### src/rtl/ntt_sched_pkg.sv
// Shared definitions for the NTT core scheduler: FSM state encoding and default sizes.
package ntt_sched_pkg;

  localparam int DEF_NUM_REQ  = 4;
  localparam int DEF_REQ_ID_W = 2;
  localparam int WDOG_W       = 13;

  typedef enum logic [2:0] {
    S_IDLE  = 3'd0,
    S_SETUP = 3'd1,
    S_START = 3'd2,
    S_RUN   = 3'd3,
    S_DONE  = 3'd4
  } state_t;

endpackage

### src/rtl/ntt_sched_arb_if.sv
// Requester/core handshake bundle for ntt_sched_arb; o_timeout exists only with NTT_SCHED_WDOG_EN.
interface ntt_sched_arb_if
  import ntt_sched_pkg::*;
#(
  parameter int NUM_REQ  = DEF_NUM_REQ,
  parameter int REQ_ID_W = DEF_REQ_ID_W
);
  logic [NUM_REQ-1:0]  i_req;
  logic [NUM_REQ-1:0]  o_gnt;
  logic [NUM_REQ-1:0]  o_done;
  logic [REQ_ID_W-1:0] o_sel;
  logic                o_ntt_start;
  logic                i_ntt_done;
  logic                o_busy;
`ifdef NTT_SCHED_WDOG_EN
  logic                o_timeout;
`endif

  modport master (
    output i_req, i_ntt_done,
    input  o_gnt, o_done, o_sel, o_ntt_start, o_busy
`ifdef NTT_SCHED_WDOG_EN
    , input o_timeout
`endif
  );

  modport slave (
    input  i_req, i_ntt_done,
    output o_gnt, o_done, o_sel, o_ntt_start, o_busy
`ifdef NTT_SCHED_WDOG_EN
    , output o_timeout
`endif
  );
endinterface

### src/rtl/ntt_rr_pick.sv
// Combinational rotate-priority encoder: first set req bit scanning upward from ptr+1 (mod NUM_REQ).
module ntt_rr_pick
  import ntt_sched_pkg::*;
#(
  parameter int NUM_REQ  = DEF_NUM_REQ,
  parameter int REQ_ID_W = DEF_REQ_ID_W
) (
  input  logic [NUM_REQ-1:0]  req,
  input  logic [REQ_ID_W-1:0] ptr,
  output logic                valid,
  output logic [REQ_ID_W-1:0] index,
  output logic [NUM_REQ-1:0]  onehot
);

  logic [REQ_ID_W-1:0] cand_s;

  // Walk the rotated order; the first hit wins and later hits are masked by valid.
  always_comb begin
    valid  = 1'b0;
    index  = '0;
    onehot = '0;
    cand_s = '0;
    for (int i = 1; i <= NUM_REQ; i++) begin
      cand_s = REQ_ID_W'((int'(ptr) + i) % NUM_REQ);
      if (!valid && req[cand_s]) begin
        valid          = 1'b1;
        index          = cand_s;
        onehot[cand_s] = 1'b1;
      end else begin
        valid = valid;
      end
    end
  end

endmodule

### src/rtl/ntt_sched_arb.sv
// Round-robin scheduler sharing one ntt_core among NUM_REQ requesters.
// Optional RUN watchdog with sticky o_timeout is enabled by NTT_SCHED_WDOG_EN.
module ntt_sched_arb
  import ntt_sched_pkg::*;
#(
  parameter int NUM_REQ      = DEF_NUM_REQ,
  parameter int REQ_ID_W     = DEF_REQ_ID_W,
  parameter int SETUP_CYCLES = 2
`ifdef NTT_SCHED_WDOG_EN
  ,
  parameter int WDOG_CYCLES  = 4096
`endif
) (
  input logic            clk,
  input logic            rst_n,
  ntt_sched_arb_if.slave bus
);

  state_t              state_r, state_s;
  logic [3:0]          cnt_r, cnt_s;
  logic [REQ_ID_W-1:0] ptr_r, ptr_s;
  logic [REQ_ID_W-1:0] sel_r, sel_s;
  logic [NUM_REQ-1:0]  gnt_r, gnt_s;
  logic [NUM_REQ-1:0]  done_r, done_s;
  logic                start_r, start_s;
  logic                busy_r, busy_s;
  logic                pick_valid_s;
  logic [REQ_ID_W-1:0] pick_idx_s;
  logic [NUM_REQ-1:0]  pick_oh_s;
`ifdef NTT_SCHED_WDOG_EN
  logic [WDOG_W-1:0]   wcnt_r, wcnt_s;
  logic                timeout_r, timeout_s;
`endif

  ntt_rr_pick #(
    .NUM_REQ  (NUM_REQ),
    .REQ_ID_W (REQ_ID_W)
  ) u_pick (
    .req    (bus.i_req),
    .ptr    (ptr_r),
    .valid  (pick_valid_s),
    .index  (pick_idx_s),
    .onehot (pick_oh_s)
  );

  // Next-state and next-output logic; outputs are derived from the next state so they register cleanly.
  always_comb begin
    state_s = state_r;
    cnt_s   = cnt_r;
    ptr_s   = ptr_r;
    sel_s   = sel_r;
    gnt_s   = gnt_r;
`ifdef NTT_SCHED_WDOG_EN
    wcnt_s    = wcnt_r;
    timeout_s = timeout_r;
`endif
    case (state_r)
      S_IDLE: begin
        if (pick_valid_s) begin
          sel_s   = pick_idx_s;
          gnt_s   = pick_oh_s;
          cnt_s   = 4'd0;
          state_s = S_SETUP;
        end else begin
          state_s = S_IDLE;
        end
      end
      S_SETUP: begin
        if (cnt_r == 4'(SETUP_CYCLES - 1)) begin
          state_s = S_START;
        end else begin
          cnt_s = cnt_r + 4'd1;
        end
      end
      S_START: begin
        state_s = S_RUN;
`ifdef NTT_SCHED_WDOG_EN
        wcnt_s  = '0;
`endif
      end
      S_RUN: begin
        if (bus.i_ntt_done) begin
          state_s = S_DONE;
`ifdef NTT_SCHED_WDOG_EN
        end else if (wcnt_r == WDOG_W'(WDOG_CYCLES)) begin
          state_s   = S_DONE;
          timeout_s = 1'b1;
        end else begin
          wcnt_s = wcnt_r + {{(WDOG_W-1){1'b0}}, 1'b1};
`else
        end else begin
          state_s = S_RUN;
`endif
        end
      end
      S_DONE: begin
        ptr_s   = sel_r;
        gnt_s   = '0;
        state_s = S_IDLE;
      end
      default: begin
        gnt_s   = '0;
        state_s = S_IDLE;
      end
    endcase
    start_s = (state_s == S_START);
    done_s  = (state_s == S_DONE) ? gnt_s : '0;
    busy_s  = (state_s != S_IDLE);
  end

  // State and registered outputs.
  always_ff @(posedge clk or negedge rst_n) begin
    if (!rst_n) begin
      state_r   <= S_IDLE;
      cnt_r     <= 4'd0;
      ptr_r     <= '0;
      sel_r     <= '0;
      gnt_r     <= '0;
      done_r    <= '0;
      start_r   <= 1'b0;
      busy_r    <= 1'b0;
`ifdef NTT_SCHED_WDOG_EN
      wcnt_r    <= '0;
      timeout_r <= 1'b0;
`endif
    end else begin
      state_r   <= state_s;
      cnt_r     <= cnt_s;
      ptr_r     <= ptr_s;
      sel_r     <= sel_s;
      gnt_r     <= gnt_s;
      done_r    <= done_s;
      start_r   <= start_s;
      busy_r    <= busy_s;
`ifdef NTT_SCHED_WDOG_EN
      wcnt_r    <= wcnt_s;
      timeout_r <= timeout_s;
`endif
    end
  end

  assign bus.o_gnt       = gnt_r;
  assign bus.o_done      = done_r;
  assign bus.o_sel       = sel_r;
  assign bus.o_ntt_start = start_r;
  assign bus.o_busy      = busy_r;
`ifdef NTT_SCHED_WDOG_EN
  assign bus.o_timeout   = timeout_r;
`endif

endmodule
### src/flat_wrapper.sv
// flat-port wrapper written by rule: the top's interface ports become plain ports
module ntt_sched_arb_flat import ntt_sched_pkg::*;
#(
  parameter int NUM_REQ      = DEF_NUM_REQ,
  parameter int REQ_ID_W     = DEF_REQ_ID_W,
  parameter int SETUP_CYCLES = 2

)
  (clk, rst_n, bus_i_req, bus_i_ntt_done, bus_o_gnt, bus_o_done, bus_o_sel, bus_o_ntt_start, bus_o_busy);
  ntt_sched_arb_if #(.NUM_REQ(NUM_REQ), .REQ_ID_W(REQ_ID_W)) bus_i ();
  input logic clk;
  input logic rst_n;
  input wire logic [$bits(bus_i.i_req)-1:0] bus_i_req;
  input wire logic [$bits(bus_i.i_ntt_done)-1:0] bus_i_ntt_done;
  output wire logic [$bits(bus_i.o_gnt)-1:0] bus_o_gnt;
  output wire logic [$bits(bus_i.o_done)-1:0] bus_o_done;
  output wire logic [$bits(bus_i.o_sel)-1:0] bus_o_sel;
  output wire logic [$bits(bus_i.o_ntt_start)-1:0] bus_o_ntt_start;
  output wire logic [$bits(bus_i.o_busy)-1:0] bus_o_busy;
  assign bus_i.i_req = bus_i_req;
  assign bus_i.i_ntt_done = bus_i_ntt_done;
  assign bus_o_gnt = bus_i.o_gnt;
  assign bus_o_done = bus_i.o_done;
  assign bus_o_sel = bus_i.o_sel;
  assign bus_o_ntt_start = bus_i.o_ntt_start;
  assign bus_o_busy = bus_i.o_busy;
  ntt_sched_arb #(.NUM_REQ(NUM_REQ), .REQ_ID_W(REQ_ID_W), .SETUP_CYCLES(SETUP_CYCLES)) u_core (.clk(clk), .rst_n(rst_n), .bus(bus_i));
endmodule
### config.mk
export PLATFORM = sky130hd
export DESIGN_NAME = ntt_sched_arb_flat
export DESIGN_NICKNAME = d
export VERILOG_FILES = /design/src/rtl/ntt_sched_pkg.sv /design/src/rtl/ntt_sched_arb_if.sv /design/src/rtl/ntt_rr_pick.sv /design/src/rtl/ntt_sched_arb.sv /design/src/flat_wrapper.sv
export SDC_FILE = /design/constraint.sdc
export NUM_CORES = 1
export LEC_CHECK = 0
export BUFFER_PORTS_ARGS = -buffer_cell sky130_fd_sc_hd__buf_2
export CAP_MARGIN = 25
export CORE_ASPECT_RATIO = 1.2
export CORE_UTILIZATION = 55
export DETAILED_ROUTE_END_ITERATION = 8
export PLACE_DENSITY = 0.77
export SLEW_MARGIN = 20
export SYNTH_ARGS = -nofsm -noshare
export SYNTH_HDL_FRONTEND = slang
export SYNTH_SLANG_ARGS = --single-unit
### constraint.sdc
create_clock -name clk -period 3.1 [get_ports clk]
set_clock_uncertainty 0.2 [all_clocks]
set_input_delay 0.62 -clock clk [delete_from_list [all_inputs] [get_ports clk]]
set_output_delay 0.62 -clock clk [all_outputs]
set_load 0.1 [all_outputs]
# After elaboration in Yosys (flattened, before gate mapping)
# Index checks and enable logic that the tools add are counted.
[word_totals]
reg_bits = 21
inputBits = 7
[op_classes]
addsub = 5
magnitude_cmp = 8
eq_ne = 9
mux = 38
bitwise = 3
n_reduce_logical = 16
[ops]
columns = ["op", "n"]
rows = [
  ["4-bit 2-to-1 mux", 8],
  ["4-bit one-hot mux with 2 select lines", 2],
  ["1-bit 2-to-1 mux", 13],
  ["2-bit by 3-bit < comparator with 1-bit output, second input constant", 4],
  ["4-bit bitwise OR", 3],
  ["3-bit one-hot mux with 4 select lines", 1],
  ["3-bit by 2-bit == test with 1-bit output, second input constant", 3],
  ["1-bit binary-select mux with 2-bit select", 4],
  ["1-bit demux with 2-bit select", 4],
  ["2-bit by 1-bit >= comparator with 1-bit output, second input constant", 4],
  ["2-bit 2-to-1 mux", 4],
  ["1-bit logical AND", 7],
  ["3-bit == test, second input constant", 2],
  ["3-bit 2-to-1 mux", 2],
  ["2-bit by 1-bit adder with 2-bit output, second input constant", 2],
  ["2-bit adder, second input constant", 2],
  ["4-bit by 1-bit adder with 4-bit output, second input constant", 1],
  ["4-bit by 1-bit == test with 1-bit output, second input constant", 1],
  ["3-bit by 1-bit == test with 1-bit output, second input constant", 1],
  ["1-bit logical NOT", 3],
  ["3-bit logical NOT", 1],
  ["3-bit AND reduction", 1],
  ["3-bit nonzero test", 1],
  ["3-bit OR reduction", 1],
  ["4 further kinds", 4],
]

# Logic depth before layout (Yosys ltp)
[logic_depth]
word_depth = 17
depth_mapped = 8

# By module
# Synthesis repeated with hierarchy kept, for this count alone.
[hier_totals]
cells_unflattened = 163
hier_area_um2 = 1540.2
[by_module_without_submodules]
columns = ["mod", "n_inst", "cells_per_inst", "area_per_inst_um2", "seq_area_each_um2"]
rows = [
  ["ntt_sched_arb", 1, 77, 910.9, 525.5],
  ["ntt_rr_pick", 1, 86, 629.4, 0.0],
]

# Worst setup path before layout
# No wires, ideal clock.
[synth_path]
path_kind = "register to register"
startpoint = "reg u_core.ptr_r[1]"
endpoint = "reg u_core.gnt_r[1], in the netlist u_core.bus.o_gnt[1]"
setup_time_ns = 0.140
arrival_time_ns = 2.033
slack_ns = 0.727
path_stages_with_launch = 9
n_path_buf = 1
cell_sequence = "dfrtp_1 > inv_1 > ha_1 > buf_6 > or2_2 > o211ai_2 > o32ai_4 > a222oi_1 > a211oi_2"
[synth_between]
elab_chain_len = 15
word_cells_on_any_way = 51
[synth_lines]
columns = ["item", "line_no", "rtl"]
rows = [
  ["from (decl)", "ntt_sched_arb.sv:21", "logic [REQ_ID_W-1:0] ptr_r, ptr_s;"],
  ["from (signal assigned)", "ntt_sched_arb.sv:129", "ptr_r <= ptr_s;"],
  ["parallel branches: the longest is 13 deep, another holds 2-bit by 3-bit < comparator with 1-bit output", "--", ""],
  ["4-bit 2-to-1 mux *", "ntt_sched_arb.sv:59", "if (pick_valid_s) begin"],
  ["4-bit one-hot mux with 2 select lines *", "ntt_sched_arb.sv:57", "case (state_r)"],
  ["via u_core.gnt_s[1]", "ntt_sched_arb.sv:23", "logic [NUM_REQ-1:0] gnt_r, gnt_s;"],
  ["to (signal assigned)", "ntt_sched_arb.sv:131", "gnt_r <= gnt_s;"],
  ["to (decl)", "ntt_sched_arb.sv:23", ""],
]
# Mark *: on every way through the listed nets, which the timed path passes. The select of a mux whose other input is x is not followed.
# A chain may end at the register's enable or synchronous reset.

# Worst setup path after layout
[layout_path]
startpoint = "reg u_core.ptr_r[0]"
endpoint = "reg u_core.gnt_r[3], in the netlist u_core.bus.o_gnt[3]"
# The elaborated chain is that of the path after synthesis.

==> impl_metrics.tcl <==
set metrics [dict create \
    post_cts_resized 0 \
    r2r_slack_ns 0.67 \
    arrival_ns 2.44 \
    hold_viol_final 0 \
    grt_pass1_wl_um 4550 \
    antenna_left 0 \
    multi_input_area_um2 743 \
    muxShareOfSynthArea 0.0570 \
    setup_slack_ns 0.671 \
    drive_above_1_share 0.239 \
    area_growth_pct 10.0 \
    pre_cts_ws_ns 0.693 \
    rr_endpoint "u_core.bus.o_gnt[3]" \
    clk_pin_slew_ns 0.11 \
    synth_top_area_cell "dfrtp_1" \
    yosys.area_share.simple 0.174 \
    numPortBuffers 18 \
    syn_nets 153 \
    dp_hpwl_um 2010 \
    synth-edff-count 0 \
    htree_levels 1 \
    grt_max_degree 22 \
    synth_top_area_frac 0.393 \
    finalSetupViolCount 0 \
    critPathRequiredTime_ns 3.11 \
    synth_area_leaders "dfrtp_1 (39%), ha_1 (9.3%), nor2_1 (4.5%)" \
    fp-row-count 19 \
    post_drt_wl_per_cell_um 14.1 \
    worstSetupStartpointType "flop" \
    cts_buffer_depth 2 \
    tightest_slew_ns 0.601 \
    maxCapViolCount 0 \
    place_congestion 0.736 \
    die_w_um 47.0 \
    ys_seq_area_frac 0.393 \
    synth_compound_area_frac 0.224 \
    start_util 0.581 \
    synth_fa_ha_area_frac 0.0935 \
    synth.distinct_cells 42 \
    synthArstFlopShare 1.00 \
    grt_use_total 0.234 \
    antenna_found_initial 0 \
    fp.dieH_um 56.0 \
    die-area_um2 2640 \
    yosysWarnings 0 \
    synth-xor-area-share 0.00654 \
    rsz0062_at_grt "no" \
    slew_violations 0 \
    r2r_cells 7 \
    clkSinkCount 21 \
    synth_top_family_by_area "compound AO/OA/AOI/OAI gates" \
    postCtsSetupBuffers 0 \
    n_antenna_cell 0 \
    drc_errors 0 \
    slew_headroom 0.595 \
    path_max_fanout 9 \
    grt_pass1_vias 1046 \
    final-seq-area_um2 526 \
    hp-class "in -> async" \
    setup_tns_ns 0 \
    ios 19 \
    post-route-util 0.639 \
    crit_type "reg -> reg" \
    cts_hold_buf 0 \
    drt-pass1-iter-count 4 \
    post-route-period-util 0.783 \
    fmax_ghz 0.412 \
    cts_buffers 3 \
    synth_area_um2 1340 \
    cts_tree "built" \
    coreArea_um2 2310 \
    timing.rr.start "u_core.ptr_r[0]" \
    drt_iter0_markers 33 \
    status "completed" \
    worstSetupEndpointType "flop" \
    final_nets 173 \
    synthCells 136 \
    routed_via_density 5.89 \
    period_minus_slack_ns 2.43 \
    num_vias 1096 \
    clock_latency_ns 0.30 \
    wl_um 2620 \
    fillerInstances 204 \
    avgSynthCellArea_um2 9.84 \
    grt_overflow_total 0 \
    ys_ff_latch 21 \
    cts-root-buf "clkbuf_4" \
    synth_top_flop_cell "dfrtp_1" \
]
## critical path: stages (launching register included)
cell      delay, ns
dfrtp_1        0.36
inv_1          0.14
ha_1           0.45
mux2i_1        0.32
mux2i_1        0.22
a21oi_2        0.24
a22oi_1        0.12
a211oi_1       0.28
## cell usage in the layout (no fill, tap or decap), types with 5 or more instances in the layout
cell | netlist | routed
ha_1 | 10 | 10
nand2_1 | 10 | 10
dfrtp_1 | 21 | 21
a21oi_1 | 5 | 5
nor2_1 | 16 | 16
inv_1 | 9 | 9
o21ai_0 | 8 | 8
buf_2 | 2 | 18
## state kept, by name, indices dropped and copies added (netlist names)
signal and flops:
u_core.bus.o_done 4, u_core.bus.o_sel 2, u_core.cnt_r 4, u_core.bus.o_gnt 4, u_core.ptr_r 2, u_core.bus.o_busy 1
u_core.state_r 3, u_core.bus.o_ntt_start 1
## how the worst max path moves through the flow
stage,startpoint,endpoint,slack [ns]
floorplan,u_core.ptr_r[1],u_core.bus.o_gnt[1],0.73
global placement,u_core.ptr_r[0],u_core.bus.o_gnt[1],0.80
detailed placement,u_core.ptr_r[0],u_core.bus.o_gnt[3],0.69
CTS,u_core.ptr_r[0],u_core.bus.o_gnt[3],0.67
global route,u_core.ptr_r[0],u_core.bus.o_gnt[0],0.41
finish,u_core.ptr_r[0],u_core.bus.o_gnt[3],0.67
## final cells by class
cell class	instances	area share
well taps	31	0.0263
flip-flops and latches	21	0.357
multi-input cells	101	0.505
clock buffers	4	0.0178
inverters	9	0.0229
repair buffers	20	0.0714
## stage by stage
step	instance area, um^2	hold WS [ns]	cells
2_1_floorplan	1340	0.124	136
3_3_place_gp	1450	0.273	182
3_5_place_dp	1450	0.289	182
4_1_cts	1470	0.0632	186
5_1_grt	1470	0.0767	186
6_report	1470	0.0547	186
## cell families (layout without fill, tap and decap cells)
logic type,count (synthesis),count (layout)
DFF,21,21
AOI/OAI and AO/OA,38,38
buffers and inverters,14,33
and+or+nand+nor,45,45
muxes,7,7
adders and majority gates,10,10
xor gates and xnor gates,1,1
## synthesized netlist by cell type, types with 2 or more instances
master,instances
dfrtp_1,21
nor2_1,16
ha_1,10
nand2_1,10
inv_1,9
o21ai_0,8
a21oi_1,5
a211oi_1,4
a222oi_1,4
a22oi_1,4
mux2i_1,4
nand3_1,3
and3b_1,2
buf_2,2
buf_6,2
mux2_2,2
nor3b_1,2
o211ai_1,2
o22ai_1,2
or2_2,2
## layer usage
| metal | GRT usage | part of all wire | routed length (um) | vias to the layer above |
|---|---|---|---|---|
| met1 | 0.311 | 0.45 | 1180 | 530 |
| met4 | 0.0898 | 0.018 | 46 | 0 |
| met3 | 0.0325 | 0.030 | 79 | 5 |
| li1 | - | - | - | 532 |
| met5 | 0 | 0 | 0 | - |
| met2 | 0.371 | 0.50 | 1310 | 29 |
Power is left out: the tool's default activity adds up to more than one toggle a clock period on the data nets, which glitch-free logic cannot reach.
